[src/rtl/uart_mmio_ctrl.sv]
// UART MMIO controller: an RX FIFO fed by the receiver, a one-byte TX holding
// register for the transmitter, and status/control registers. Reads return
// data one cycle after the request.
module uart_mmio_ctrl #(
  parameter int unsigned RX_DEPTH = 8,
  localparam int unsigned CNT_W   = $clog2(RX_DEPTH) + 1
) (
  input  logic        clk,
  input  logic        rst,
  input  logic        mmio_en,
  input  logic        mmio_we,
  input  logic [1:0]  mmio_addr,
  input  logic [7:0]  mmio_wdata,
  output logic [31:0] mmio_rdata,
  input  logic [7:0]  rx_data,
  input  logic        rx_valid,
  output logic        rx_ready,
  output logic [7:0]  tx_data,
  output logic        tx_valid,
  input  logic        tx_ready
);

  localparam int unsigned PtrW = (RX_DEPTH > 1) ? $clog2(RX_DEPTH) : 1;

  localparam logic [1:0] AddrStatus = 2'd0;
  localparam logic [1:0] AddrRxData = 2'd1;
  localparam logic [1:0] AddrTxData = 2'd2;
  localparam logic [1:0] AddrCtrl   = 2'd3;

  logic [7:0]       mem_q [RX_DEPTH];
  logic [PtrW-1:0]  wr_ptr_q, wr_ptr_d;
  logic [PtrW-1:0]  rd_ptr_q, rd_ptr_d;
  logic [CNT_W-1:0] cnt_q, cnt_d;
  logic             overrun_q, overrun_d;
  logic             tx_drop_q, tx_drop_d;
  logic [7:0]       tx_data_q, tx_data_d;
  logic             tx_valid_q, tx_valid_d;
  logic [31:0]      rdata_q, rdata_d;

  logic rd_req, wr_req, full, empty, push_req, push, pop;
  logic flush, clear, tx_wr, tx_hs;

  assign rx_ready   = ~rst;
  assign tx_data    = tx_data_q;
  assign tx_valid   = tx_valid_q;
  assign mmio_rdata = rdata_q;

  // Decode MMIO access and FIFO/TX events for this cycle.
  always_comb begin
    rd_req   = mmio_en & ~mmio_we;
    wr_req   = mmio_en & mmio_we;
    full     = (cnt_q == CNT_W'(RX_DEPTH));
    empty    = (cnt_q == '0);
    flush    = wr_req && (mmio_addr == AddrCtrl) && mmio_wdata[1];
    clear    = wr_req && (mmio_addr == AddrCtrl) && mmio_wdata[0];
    tx_wr    = wr_req && (mmio_addr == AddrTxData);
    tx_hs    = tx_valid_q & tx_ready;
    pop      = rd_req && (mmio_addr == AddrRxData) && !empty;
    push_req = rx_valid & rx_ready;
    // A pop this cycle frees a slot, so a push into a full FIFO still lands.
    push     = push_req && !flush && (!full || pop);
  end

  // Next-state for FIFO pointers, flags, TX holding register and read data.
  always_comb begin
    wr_ptr_d   = wr_ptr_q;
    rd_ptr_d   = rd_ptr_q;
    cnt_d      = cnt_q;
    tx_data_d  = tx_data_q;
    tx_valid_d = tx_valid_q;
    rdata_d    = '0;

    if (flush) begin
      wr_ptr_d = '0;
      rd_ptr_d = '0;
      cnt_d    = '0;
    end else begin
      if (push) wr_ptr_d = wr_ptr_q + 1'b1;
      if (pop)  rd_ptr_d = rd_ptr_q + 1'b1;
      cnt_d = cnt_q + CNT_W'(push) - CNT_W'(pop);
    end

    // Set events take priority over a same-cycle clear.
    overrun_d = (overrun_q & ~clear) | (push_req && !flush && full && !pop);
    tx_drop_d = (tx_drop_q & ~clear) | (tx_wr && tx_valid_q && !tx_hs);

    if (tx_wr && (!tx_valid_q || tx_hs)) begin
      tx_data_d  = mmio_wdata;
      tx_valid_d = 1'b1;
    end else if (tx_hs) begin
      tx_valid_d = 1'b0;
    end

    if (rd_req) begin
      unique case (mmio_addr)
        AddrStatus: begin
          rdata_d[0]              = ~tx_valid_q;
          rdata_d[1]              = ~empty;
          rdata_d[2]              = overrun_q;
          rdata_d[3]              = tx_drop_q;
          rdata_d[8 +: CNT_W]     = cnt_q;
        end
        AddrRxData: if (pop) rdata_d[7:0] = mem_q[rd_ptr_q];
        default:    rdata_d = '0;
      endcase
    end
  end

  // FIFO storage; contents need no reset since count gates every read.
  always_ff @(posedge clk) begin
    if (push) mem_q[wr_ptr_q] <= rx_data;
  end

  // State registers with synchronous reset.
  always_ff @(posedge clk) begin
    if (rst) begin
      wr_ptr_q   <= '0;
      rd_ptr_q   <= '0;
      cnt_q      <= '0;
      overrun_q  <= 1'b0;
      tx_drop_q  <= 1'b0;
      tx_data_q  <= '0;
      tx_valid_q <= 1'b0;
      rdata_q    <= '0;
    end else begin
      wr_ptr_q   <= wr_ptr_d;
      rd_ptr_q   <= rd_ptr_d;
      cnt_q      <= cnt_d;
      overrun_q  <= overrun_d;
      tx_drop_q  <= tx_drop_d;
      tx_data_q  <= tx_data_d;
      tx_valid_q <= tx_valid_d;
      rdata_q    <= rdata_d;
    end
  end

endmodule

[config.mk]
export PLATFORM = sky130hd
export DESIGN_NAME = uart_mmio_ctrl
export DESIGN_NICKNAME = d
export VERILOG_FILES = /design/src/rtl/uart_mmio_ctrl.sv
export SDC_FILE = /design/constraint.sdc
export NUM_CORES = 1
export LEC_CHECK = 0
export ABC_AREA = 0
export CAP_MARGIN = 20
export CORE_AREA = 5 5 97 99
export CTS_CLUSTER_SIZE = 20
export DETAILED_ROUTE_END_ITERATION = 6
export DIE_AREA = 0 0 102 104
export GPL_ROUTABILITY_DRIVEN = 0
export PLACE_DENSITY = 0.83
export RECOVER_POWER = 25
export SYNTH_ARGS = -nofsm -noshare
export SYNTH_HDL_FRONTEND = slang
export SYNTH_SLANG_ARGS = --single-unit
export TNS_END_PERCENT = 30
[constraint.sdc]
create_clock -name clk -period 6.55 [get_ports clk]
set_input_delay 1.31 -clock clk [delete_from_list [all_inputs] [get_ports clk]]
set_output_delay 1.31 -clock clk [all_outputs]
set_load 0.03 [all_outputs]
== Yosys cells after proc, flatten, opt, wreduce, memory -nomap -nowiden ==
Memory sizes are Yosys's and may differ from the RTL's. A register that Yosys moved wholly into a read port is not among the register bits.
Cells that the tools add are included.

* Register bits: 53
* Bits in writable memories: 64
* Input port bits: 24
* Output and inout bits: 42
* Word-level logic and storage cells: 73
* Memories: 1

{| class="wikitable"
|+ Memory list
! name !! words !! width !! rd ports !! clocked after memory_dff !! wr ports !! line !! source
|-
| mem_q || 8 || 8 || 1 || 1 || 1 || 30 || <nowiki>logic [7:0] mem_q [RX_DEPTH];</nowiki>
|}

* Add/sub/neg operators: 4
* Equality and inequality tests: 4
* Muxes and demuxes: 8
* Bitwise operators: 17
* Reduce and logical (&&, ||, !) cells: 28

{| class="wikitable"
|+ Operators by type and width
! operator !! count
|-
| $logic_and 1x1->1 || 13
|-
| $not 1->1 || 9
|-
| $mux 8 || 1
|-
| $pmux 4 s2 || 1
|-
| $add 3x1->3 const B || 2
|-
| $and 1x1->1 || 6
|-
| $logic_not 1->1 || 6
|-
| $mux 3 || 2
|-
| $add 4x1->4 || 1
|-
| $eq 2x2->1 const B || 2
|-
| $eq 4x4->1 const B || 1
|-
| $logic_not 4->1 || 1
|-
| $mux 1 || 4
|-
| $reduce_or 2->1 || 2
|-
| $reduce_or 4->1 || 1
|-
| $sub 4x1->4 || 1
|-
| $reduce_or 3->1 || 1
|-
| $eq 2x1->1 const B || 1
|-
| $logic_not 2->1 || 1
|-
| $logic_or 1x1->1 || 2
|-
| $or 1x1->1 || 2
|-
| $reduce_bool 2->1 || 1
|}

== Depth between registers and ports, before layout ==
Gate-level depths: netlist (run 1).

* Depth after elaboration: 8
* Depth in mapped cells: 11
* Mapped depth without buffers: 11

== Worst setup path after synthesis (run 1) ==
Ideal clock, no wire load.

* Path type: input port to flip-flop
* From: input port mmio_addr[0]
* To: register cnt_q[2]
* Arrival: 2.908 ns
* Data required time: 6.430 ns
* Setup slack: 3.522 ns
* Stages on the path: 9
* Path buffers: 0
* Path through: and4_4 a21oi_2 nand3_2 o21ai_0 ha_1 inv_1 fa_1 xor2_1 nor2_1

* Word-level cells in the longest chain between the ends: 8

{| class="wikitable"
|+ Ends and longest elaborated chain
! item !! line !! source
|-
| from (decl) || 12 || <nowiki>input logic [1:0] mmio_addr,</nowiki>
|-
| $eq 2x2->1 || 54 || <nowiki>flush = wr_req && (mmio_addr == AddrCtrl) && mmio_wdata[1];</nowiki>
|-
| $logic_and 1x1->1 (2 in series) || 54 ||
|-
| $logic_not 1->1 || 61 || <nowiki>push = push_req && !flush && (!full || pop);</nowiki>
|-
| $logic_and 1x1->1 (2 in series) || 61 ||
|-
| $add 4x1->4 || 80 || <nowiki>cnt_d = cnt_q + CNT_W'(push) - CNT_W'(pop);</nowiki>
|-
| $sub 4x1->4 || 80 ||
|-
| to (signal assigned) || 128 || <nowiki>cnt_q <= cnt_d;</nowiki>
|-
| to (decl) || 33 || <nowiki>logic [CNT_W-1:0] cnt_q, cnt_d;</nowiki>
|}

Parallel ways exist; a longest one is shown, timed or not.
A chain may end at the register's enable or synchronous reset.

== Worst setup path after layout (run 1) ==
* From: input port rst
* To: output port rx_ready

* Word-level cells in the longest chain between the ends: 1

{| class="wikitable"
|+ Ends and longest elaborated chain
! item !! line !! source
|-
| from (decl) || 9 || <nowiki>input logic rst,</nowiki>
|-
| $not 1->1 || 43 || <nowiki>assign rx_ready = ~rst;</nowiki>
|-
| to (decl) || 17 || <nowiki>output logic rx_ready,</nowiki>
|}

Every way passes these cells.

==> results of run 1 <==
## worst max-delay path: stages
cell	delay (ns)
clkdlybuf4s50_1	0.66
inv_1	0.22
clkdlybuf4s50_1	0.69
## worst min path at each step
stage / from / to / slack, ns / cells past startpoint
final: cnt_q[3] / mmio_rdata[11] / 0.47 / 2
after global routing: cnt_q[3] / mmio_rdata[11] / 0.50 / 2
after CTS: cnt_q[3] / mmio_rdata[11] / 0.47 / 2
after detailed placement: cnt_q[3] / mmio_rdata[11] / 0.46 / 2
after global placement: cnt_q[3] / mmio_rdata[11] / 0.46 / 2
after floorplan: overrun_q / mmio_rdata[2] / 0.43 / 2
## logic make-up (layout without fill, tap and decap cells)
kind of cell / after synthesis / in the layout / synth area share, %
xor+xnor: 4 / 4 / 0.870
compound gates: 14 / 14 / 2.83
other cells: 1 / 20 / 0.0931
buf+inv: 35 / 72 / 5.81
flops: 100 / 100 / 65.6
mux: 36 / 36 / 13.9
simple gates: 62 / 62 / 8.20
fa+ha+maj: 8 / 8 / 2.67
## area by class of cell
type	count	area [sq um]	area share [%]
Multi-Input combinational cell	144	1220	25.9
Clock inverter	7	93.8	1.99
Inverter	7	26.3	0.556
Sequential cell	100	2640	56.0
Timing Repair Buffer	49	478	10.1
Clock buffer	9	124	2.62
Tap cell	108	135	2.86
## state kept, by name, summed over array words and instances, names as in the netlist, named ones only
signal      cells
cnt_q           4
overrun_q       1
mmio_rdata     12
tx_drop_q       1
rd_ptr_q        3
mem_q          64
tx_valid        1
tx_data         8
wr_ptr_q        3
## where the power goes
part | total, mW | internal, mW | leakage, nW | switching [mW]
clock | 0.417 | 0.187 | 0.107 | 0.230
sequential | 0.716 | 0.696 | 0.869 | 0.0201
combinational | 0.143 | 0.0603 | 0.615 | 0.0824
## routing by layer
layer  share of wire [%]  track usage (%)  vias up
li1                    -                -     1033
met1                  43             20.9     1113
met2                  49             22.5       88
met3                 6.5             2.55        9
met4                 1.8             5.90        0
met5                   0                0        -
## metrics by stage
stage / power, mW / hold slack, ns / area [sq um] / instances
2_1_floorplan: 0.834 / 0.426 / 4100 / 279
3_3_place_gp: 0.865 / 0.460 / 4500 / 407
3_5_place_dp: 0.871 / 0.461 / 4500 / 407
4_1_cts: 1.28 / 0.475 / 4720 / 423
5_1_grt: 1.33 / 0.500 / 4720 / 424
6_report: 1.28 / 0.475 / 4720 / 424
## synthesized netlist by cell type
library cell	number	area, sq um
buf_6	3	33.8
and2_1	2	12.5
a221oi_2	1	15.0
nand2_1	7	26.3
a22oi_1	1	7.51
mux2i_1	20	200
dfxtp_1	36	721
a32o_1	1	10.0
nand2b_1	2	12.5
edfxtp_1	64	1920
nand4_1	3	18.8
nand3_2	2	20.0
a21o_1	3	22.5
nor3_1	7	35.0
nor3b_1	1	7.51
nor2_1	28	105
o211ai_2	1	12.5
nor4_2	1	12.5
buf_2	4	20.0
conb_1	1	3.75
nor3_4	1	16.3
nand3_1	2	10.0
nor2b_1	1	6.26
inv_1	7	26.3
buf_4	20	150
a21oi_2	2	17.5
nand4bb_1	1	11.3
or3b_2	1	8.76
mux4_2	16	360
o21ai_0	3	15.0
a21oi_1	1	5.00
or4b_1	1	10.0
o32ai_1	1	8.76
xor2_1	2	17.5
fa_1	1	20.0
clkbuf_1	1	3.75
xnor2_1	2	17.5
and4_4	1	11.3
nor2_2	1	6.26
ha_1	7	87.6
## cell usage in the layout (no fill, tap or decap), drive strengths merged, types with 7 or more instances in the layout
| master | count |
|---|---|
| clkbuf | 9 |
| clkdlybuf4s50 | 39 |
| conb | 20 |
| dfxtp | 36 |
| edfxtp | 64 |
| ha | 7 |
| inv | 10 |
| mux2i | 20 |
| mux4 | 16 |
| nand2 | 7 |
| nor2 | 29 |
| nor3 | 8 |
==> qor.csv, run 1 <==
metric;value;unit
clock-sinks;100;
grt_pass1_vias;2158;
reg2reg_slack;4.14;ns
clock_latency;0.36;ns
root_buffer;clkbuf_8;
drt-initial-drc-count;221;
drc;0;
slew_viol_final;0;
die-area;10600;sq um
grt_max_degree;20;
worstSetupEndpointType;output port;
drtPass1Iterations;4;
ys_seq_elements;100;
cts.hold.buffers_added;0;
power_density;270;nW/um^2
start_util;47.6;%
htreeDepth;3;
arrival;2.89;ns
row_count;34;
critPathLaunch;rst;
drt-wirelength-per-cell;17.5;um
fmax;238;MHz
fin_skew;0.0150;ns
ios;66;
fin_ws;2.35;ns
fillers;662;
nets;343;
layout-drive-gt1-share;14.9;%
timing.rr.end;mem_q[0][1];
grt_use_total;14.8;%
r2r_start;cnt_q[2];
grt_antenna_before_repair;0;
wirelength;7.43;mm
via_per_inst;5.29;
cts_buffers;9;
syn_avg_cell_area;15.5;sq um
cts_resized;0;
synth.yosys.seq_area_share;65.6;%
io_buffers;45;
required;5.24;ns
irDropWorstVdd;139;uV
die_y;104;um
cp_max_fo;14;
hold_viol_final;0;
syn_inst;260;
critPathCapture;rx_ready;
coreArea;8470;sq um
vias;2243;
fin_crit;4.20;ns
hold_class;reg -> reg;
relSlewSlack;27.3;%
cts_buffer_depth;2;
rsz0062_at_grt;no;
dpl.hpwl;5.03;mm
synth_area;4030;sq um
die_x;102;um
ys_types;40;
cts_tree;done;
p_leak;1.59;nW
fin_crit_sh;64.1;%
crit_path_start_kind;input pin;
post-route-util;55.8;%
finalSetupViolations;0;
ys_warn_count;0;
diodes;0;
postCtsSetupRepairBufs;0;
outcome;complete, no violations;
place_ws;2.34;ns
syn_to_final_growth;17.2;%
grt.overflow.total;0;
path_class;in -> out;
grt_pass1_wl;11.8;mm
ff2ff_path_depth;5;
worst_pin_slew;1.08;ns
path_clk_slew;0.10;ns
tns;0;ns
maxCapViolations;0;
ant_nets;0;
Power figures use the tool's default switching activity.
==> run 2, diff against run 1 <==
==> constraint.sdc (replaced) <==
create_clock -name clk -period 4.4 [get_ports clk]
set_input_delay 0.88 -clock clk [delete_from_list [all_inputs] [get_ports clk]]
set_output_delay 0.88 -clock clk [all_outputs]
set_load 0.03 [all_outputs]
==> qor.csv, run 2 (synthesis results as in run 1) <==
metric;value;unit;change
multi_input_comb_area;1220;sq um;unchanged
fin_skew;0.0173;ns;+0.00223 ns
die-area;10600;sq um;unchanged
syn_to_final_growth;16.8;%;
largest_register_ffs;64;;unchanged
diodes;0;;unchanged
die_x;102;um;unchanged
wirelength;7.21;mm;-3.0%
cts_buffers;9;;unchanged
clock-sinks;100;;unchanged
rsz0062_at_grt;no;;
total_power;1.79;mW;+40%
top_register;mem_q;;
root_buffer;clkbuf_8;;
maxCapViolations;0;;unchanged
relSlewSlack;41.9;%;+15 points
internal_power;1.34;mW;+42%
crit_path_start_kind;input pin;;
grt_use_total;14.6;%;-0.20 points
required;3.52;ns;-1.72 ns
cts_tree;done;;
cts.hold.buffers_added;0;;unchanged
drtPass1Iterations;4;;unchanged
grt.met2_usage;22.7;%;+0.23 points
register_area;2640;sq um;unchanged
start_util;47.6;%;unchanged
coreArea;8470;sq um;unchanged
arrival;2.50;ns;-0.39 ns
htreeDepth;3;;unchanged
final_common_cell;edfxtp_1;;
fmax;296;MHz;
final_cell_mix;edfxtp_1, clkdlybuf4s50_1, dfxtp_1;;
p_comb_share;12.0;%;+0.8 points
use_met1;19.5;%;-1.5 points
fillers;654;;-1.2%
path_clk_slew;0.09;ns;about the same
nets;347;;+1.2%
ios;66;;unchanged
switching_share;25.2;%;-0.85 points
tns;0;ns;unchanged
slew_viol_final;0;;unchanged
worst_pin_slew;0.870;ns;-0.211 ns
grt_antenna_before_repair;0;;unchanged
dpl.hpwl;4.92;mm;-2.1%
power.switching;450;uW;+36%
layout-drive-gt1-share;15.0;%;+0.13 points
clock_latency;0.36;ns;about the same
path_class;in -> out;;
drt-wirelength-per-cell;16.8;um;-3.9%
drt-initial-drc-count;148;;-33%
grt_pass1_vias;2216;;+2.7%
grt_pass1_wl;11.6;mm;-1.9%
cts_buffer_depth;2;;unchanged
grt_max_degree;17;;-15%
p_clk_share;28.5;%;-4.2 points
via_per_inst;5.14;;-2.9%
top_usage_layer;met2;;
cp_max_fo;14;;unchanged
use_met3;3.22;%;+0.67 points
worstSetupEndpointType;output port;;
fin_crit;3.38;ns;
postCtsSetupRepairBufs;0;;unchanged
row_count;34;;unchanged
irDropWorstVdd;166;uV;+19%
power_frac_seq;59.4;%;+3.3 points
finalSetupViolations;0;;unchanged
cts_resized;0;;unchanged
io_buffers;45;;unchanged
outcome;complete, no violations;;
power_density;380;nW/um^2;+41%
ant_nets;0;;unchanged
hold_viol_final;0;;unchanged
die_y;104;um;unchanged
grt.overflow.total;0;;unchanged
fin_crit_sh;76.9;%;
p_leak;1.59;nW;-0.23%
drc;0;;unchanged
vias;2198;;-2.0%
hold_class;reg -> reg;;
[run 2: cell types whose count changed in the layout (fill, tap and decap cells not counted)]
cell and change:
inv_8 -2, buf_4 +5, dlygate4sd3_1 +1, clkbuf_1 +3, clkinv_8 -1, clkdlybuf4s50_1 -1
clkinv_4 +1, buf_2 -1, bufinv_16 -1
[run 2: final cells by class]
class / count / share of cell area (%)
clock buffers: 12 / 2.87
clock inverters: 4 / 0.718
inverters: 7 / 0.558
multi-input cells: 144 / 26.0
flip-flops and latches: 100 / 56.2
well taps: 108 / 2.87
repair buffers: 53 / 10.8
[run 2: worst max-delay path, cell delays in order]
cell             delay [ns]
clkdlybuf4s50_1        0.69
inv_1                  0.23
clkdlybuf4s50_1        0.70
[run 2: power groups by stage]
stage	clock network [mW]	logic [mW]	registers (mW)
floorplan	0	0.161	1.08
global placement	0	0.210	1.08
detailed placement	0	0.215	1.08
CTS	0.523	0.218	1.06
global route	0.567	0.238	1.07
finish	0.510	0.215	1.06
[run 2: through the flow]
stage	setup WS, ns	hold slack [ns]	instance area [sq um]	utilization (%)	std cells
finish	1.02	0.472	4710	55.6	428
detailed placement	0.825	0.462	4540	53.6	412
floorplan	1.80	0.426	4100	-	279
CTS	1.04	0.473	4710	55.6	428
global route	0.950	0.507	4710	55.6	428
global placement	0.896	0.462	4540	53.6	412
[run 2: final timing paths]
kind / slack, ns / end / cells after the start / start
min reg2reg: 0.47 / mmio_rdata[3] / 2 / tx_drop_q
min: 0.47 / mmio_rdata[3] / 2 / tx_drop_q
max reg2reg: 1.98 / cnt_q[3] / 11 / cnt_q[2]
max: 1.02 / rx_ready / 3 / rst
[run 2: metal layers]
metal	wire length, um	part of all wire [%]
met5	0	0
met4	165	2.3
met3	335	4.6
met2	3530	49
met1	3180	44
==> edit 1: new RTL, flow settings as in run 2 <==
`tx_data_q` and `rdata_q` no longer have a reset.
--- a/src/rtl/uart_mmio_ctrl.sv
+++ b/src/rtl/uart_mmio_ctrl.sv
@@ -119,19 +119,20 @@
       cnt_q      <= '0;
       overrun_q  <= 1'b0;
       tx_drop_q  <= 1'b0;
-      tx_data_q  <= '0;
       tx_valid_q <= 1'b0;
-      rdata_q    <= '0;
     end else begin
       wr_ptr_q   <= wr_ptr_d;
       rd_ptr_q   <= rd_ptr_d;
       cnt_q      <= cnt_d;
       overrun_q  <= overrun_d;
       tx_drop_q  <= tx_drop_d;
-      tx_data_q  <= tx_data_d;
       tx_valid_q <= tx_valid_d;
-      rdata_q    <= rdata_d;
     end
+  end
+
+  always_ff @(posedge clk) begin
+    tx_data_q <= tx_data_d;
+    rdata_q   <= rdata_d;
   end
 
 endmodule
Check against the original RTL: not equivalent (a bounded check fails within 4 cycles, from zero or initial values and one cycle with rst high).
==> edit 1 against run 2 <==
  * Routed wire length rose by 0.82%
  * Area after synthesis fell by 0.90%
  * Worst setup slack improved by 0.24 ns
  * Clock power rose by 8.0%
  * Total power rose by 6.9%
  * Via count fell by 0.96%
  * Sequential cell count did not move
  * Cell area rose by 0.21%
  * Clock skew fell by 0.0081 ns
==> edit 1: results <==
export IMPL_outcome="completed"
export IMPL_crit_fanout=11
export IMPL_dpl_instance_area_um2=4520
export IMPL_netlist_top_cells_count="edfxtp_1, dfxtp_1, nor2_1"
export IMPL_p_sw_uw=481
export IMPL_drive_gt1_share_pct=14.7
export IMPL_dp_hpwl_mm=5.13
export IMPL_leakage_uw=0.00160
export IMPL_grt_pass1_vias=2214
export IMPL_ys_types=38
export IMPL_fin_nets=340
export IMPL_max_vdd_ir_drop_v=0.000168
export IMPL_yosysSeqAreaShare_pct=68.2
export IMPL_cts_setup_buffers=0
export IMPL_first_iter_violations=156
export IMPL_holdCritPathClass="flip-flop to flip-flop"
export IMPL_path_clk_slew_ns=0.09
export IMPL_worstRegToRegCells=12
export IMPL_crit_path_max_incr_delay_ns=0.48
export IMPL_synth_top_cells_by_area="edfxtp_1, dfxtp_1, mux4_2"
export IMPL_wirelength_mm=7.27
export IMPL_slew_headroom_pct=40.4
export IMPL_vias_per_cell=5.18
export IMPL_fin_worst_skew_ns=0.00916
export IMPL_min_path_cells=2
export IMPL_crit_arrival_ns=3.36
export IMPL_synth_edf_count=72
export IMPL_grt_usage_pct=14.6
export IMPL_grt_pass1_wl_mm=11.5
==> edit 1: routing by layer <==
metal | vias up | track usage, % | wire length, µm
met5 | - | 0 | 0
met4 | 0 | 5.81 | 152
met3 | 10 | 3.96 | 568
met2 | 79 | 24.8 | 3800
met1 | 1080 | 17.2 | 2750
li1 | 1008 | - | -
==> edit 1: stage by stage <==
step                      instances  setup slack, ns
after global routing            420            0.999
after detailed placement        404            0.881
final                           420             1.26
after global placement          404            0.980
after floorplan                 270             1.65
after CTS                       419             1.26
==> edit 1: cells by family after synthesis <==
logic type                 synth area share, %
xor gates and xnor gates                  1.10
muxes                                     11.5
DFF                                       68.2
AOI/OAI and AO/OA                         3.04
other                                   0.0940
adders and majority gates                 2.70
and+or+nand+nor                           7.93
buffers and inverters                     5.39
==> edit 1: power by group through the flow <==
stage / clock network (µW) / logic (µW) / registers [µW]
detailed placement: 0 / 277 / 1110
finish: 551 / 275 / 1090
global placement: 0 / 266 / 1100
global route: 609 / 304 / 1090
floorplan: 0 / 202 / 1110
CTS: 566 / 279 / 1090
==> edit 1: area by class of cell <==
cell class                 instances  area (µm²)
timing repair buffer              54         515
tap                              108         135
fill                             643        3750
inverter                           8        30.0
sequential                       100        2720
clock buffer                       9         124
multi-input combinational        135        1120
clock inverter                     6        63.8
==> edit 1: worst paths after layout <==
path | from | endpoint | slack [ns]
max | mmio_addr[1] | cnt_q[2]$_SDFF_PP0_ | 1.26
min | cnt_q[3]$_SDFF_PP0_ | mmio_rdata[11]$_SDFF_PN0_ | 0.49
max reg2reg | cnt_q[2]$_SDFF_PP0_ | cnt_q[3]$_SDFF_PP0_ | 1.86
min reg2reg | cnt_q[3]$_SDFF_PP0_ | mmio_rdata[11]$_SDFF_PN0_ | 0.49
==> edit 2: new RTL, settings of run 2 <==
Made on the original files. `RX_DEPTH`: 8 -> 4.
--- a/src/rtl/uart_mmio_ctrl.sv
+++ b/src/rtl/uart_mmio_ctrl.sv
@@ -2,7 +2,7 @@
 // register for the transmitter, and status/control registers. Reads return
 // data one cycle after the request.
 module uart_mmio_ctrl #(
-  parameter int unsigned RX_DEPTH = 8,
+  parameter int unsigned RX_DEPTH = 4,
   localparam int unsigned CNT_W   = $clog2(RX_DEPTH) + 1
 ) (
   input  logic        clk,
Function: changed (Yosys sat finds a counterexample within 10 cycles, from zero or initial values and one cycle with rst high).
==> edit 2 against run 2 <==
  * Cell area decreased by 30%
  * Routed wire length is 29% lower
  * Sequential cell count fell by 37
  * Count of clock-buffer cells in the layout is the same
  * Critical path depth is the same
  * Area after synthesis fell by 36%
  * Worst setup slack worse by 0.21 ns
  * Total power shrank 26%
  * Highest routed layer unchanged
==> edit 2: results <==
export IMPL_drive_gt1_share_pct=9.16
export IMPL_reg2reg_to="cnt_q[2]$_SDFF_PP0_"
export IMPL_p_seq_uw=649
export IMPL_slew_headroom_pct=43.5
export IMPL_netlist_top_cells_count="edfxtp_1, dfxtp_1, buf_4"
export IMPL_portBuffers=44
export IMPL_synth_top_cells_by_area="edfxtp_1, dfxtp_1, mux4_2"
export IMPL_grt_max_degree=14
export IMPL_path_clk_slew_ns=0.07
export IMPL_largest_reg_flops=32
export IMPL_wirelength_mm=5.13
export IMPL_dp_hpwl_mm=3.84
export IMPL_p_per_area_nw_per_um2=404
export IMPL_crit_arrival_ns=2.71
export IMPL_grt_usage_pct=10.2
export IMPL_leakage_uw=0.00117
export IMPL_vias_per_cell=4.65
export IMPL_ys_types=37
export IMPL_hold_ws_ns=0.485
export IMPL_hold_end="tx_data[3]$_SDFFE_PP0P_"
export IMPL_fin_worst_skew_ns=0.00819
export IMPL_place_ws_ns=0.585
export IMPL_crit_fanout=13
export IMPL_first_iter_violations=130
export IMPL_grt_pass1_wl_mm=8.28
export IMPL_dpl_instance_area_um2=3050
export IMPL_endpoint="rx_ready"
export IMPL_outcome="completed"
export IMPL_dp_cells=343
export IMPL_firstDrtPassIters=4
export IMPL_synth_edf_count=32
export IMPL_final_period_utilization_pct=81.7
export IMPL_max_vdd_ir_drop_v=0.000149
export IMPL_worstRegToRegCells=10
export IMPL_min_path_cells=2
export IMPL_grt_pass1_vias=1711
export IMPL_r2r_start="cnt_q[1]$_SDFF_PP0_"
export IMPL_r2r_slack_ns=1.81
export IMPL_fin_nets=277
export IMPL_crit_path_max_incr_delay_ns=0.79
export IMPL_yosysSeqAreaShare_pct=61.2
export IMPL_pg_clk_uw=550
export IMPL_clk_latency_ns=0.34
export IMPL_syn_inst=198
export IMPL_wl_per_cell_um=14.3
export IMPL_hold_start="tx_data[3]$_SDFFE_PP0P_"
export IMPL_swShare_pct=22.1
edit 2: kinds of logic after synthesis:
kind of cell	count (synthesis)	share of synthesized area (%)
adder cells (fa/ha/maj)	7	3.68
flip-flops	63	61.2
buffers and inverters	36	8.38
AO/OA/AOI/OAI	36	8.33
multiplexers	10	7.75
other	1	0.145
XOR/XNOR	1	0.339
AND/OR/NAND/NOR	44	10.2
edit 2: layer usage:
metal / global-route usage, % / vias up / share of wire (%) / routed length (µm)
met2: 18.2 / 65 / 55 / 2810
met1: 9.95 / 815 / 36 / 1840
met4: 5.53 / 0 / 2.4 / 123
li1: - / 778 / - / -
met3: 3.69 / 13 / 7.1 / 366
met5: 0 / - / 0 / 0
edit 2: cell type report:
type	instances	area (µm²)
inverters	9	33.8
multi-input cells	119	861
clock buffers	12	155
clock inverters	4	67.6
well taps	108	135
fillers	773	5190
repair buffers	44	440
flip-flops and latches	63	1580
edit 2: worst min-delay path: stages (launching register included):
cell	delay (ns)
dfxtp_1	0.31
o21ai_0	0.07
a21oi_1	0.06
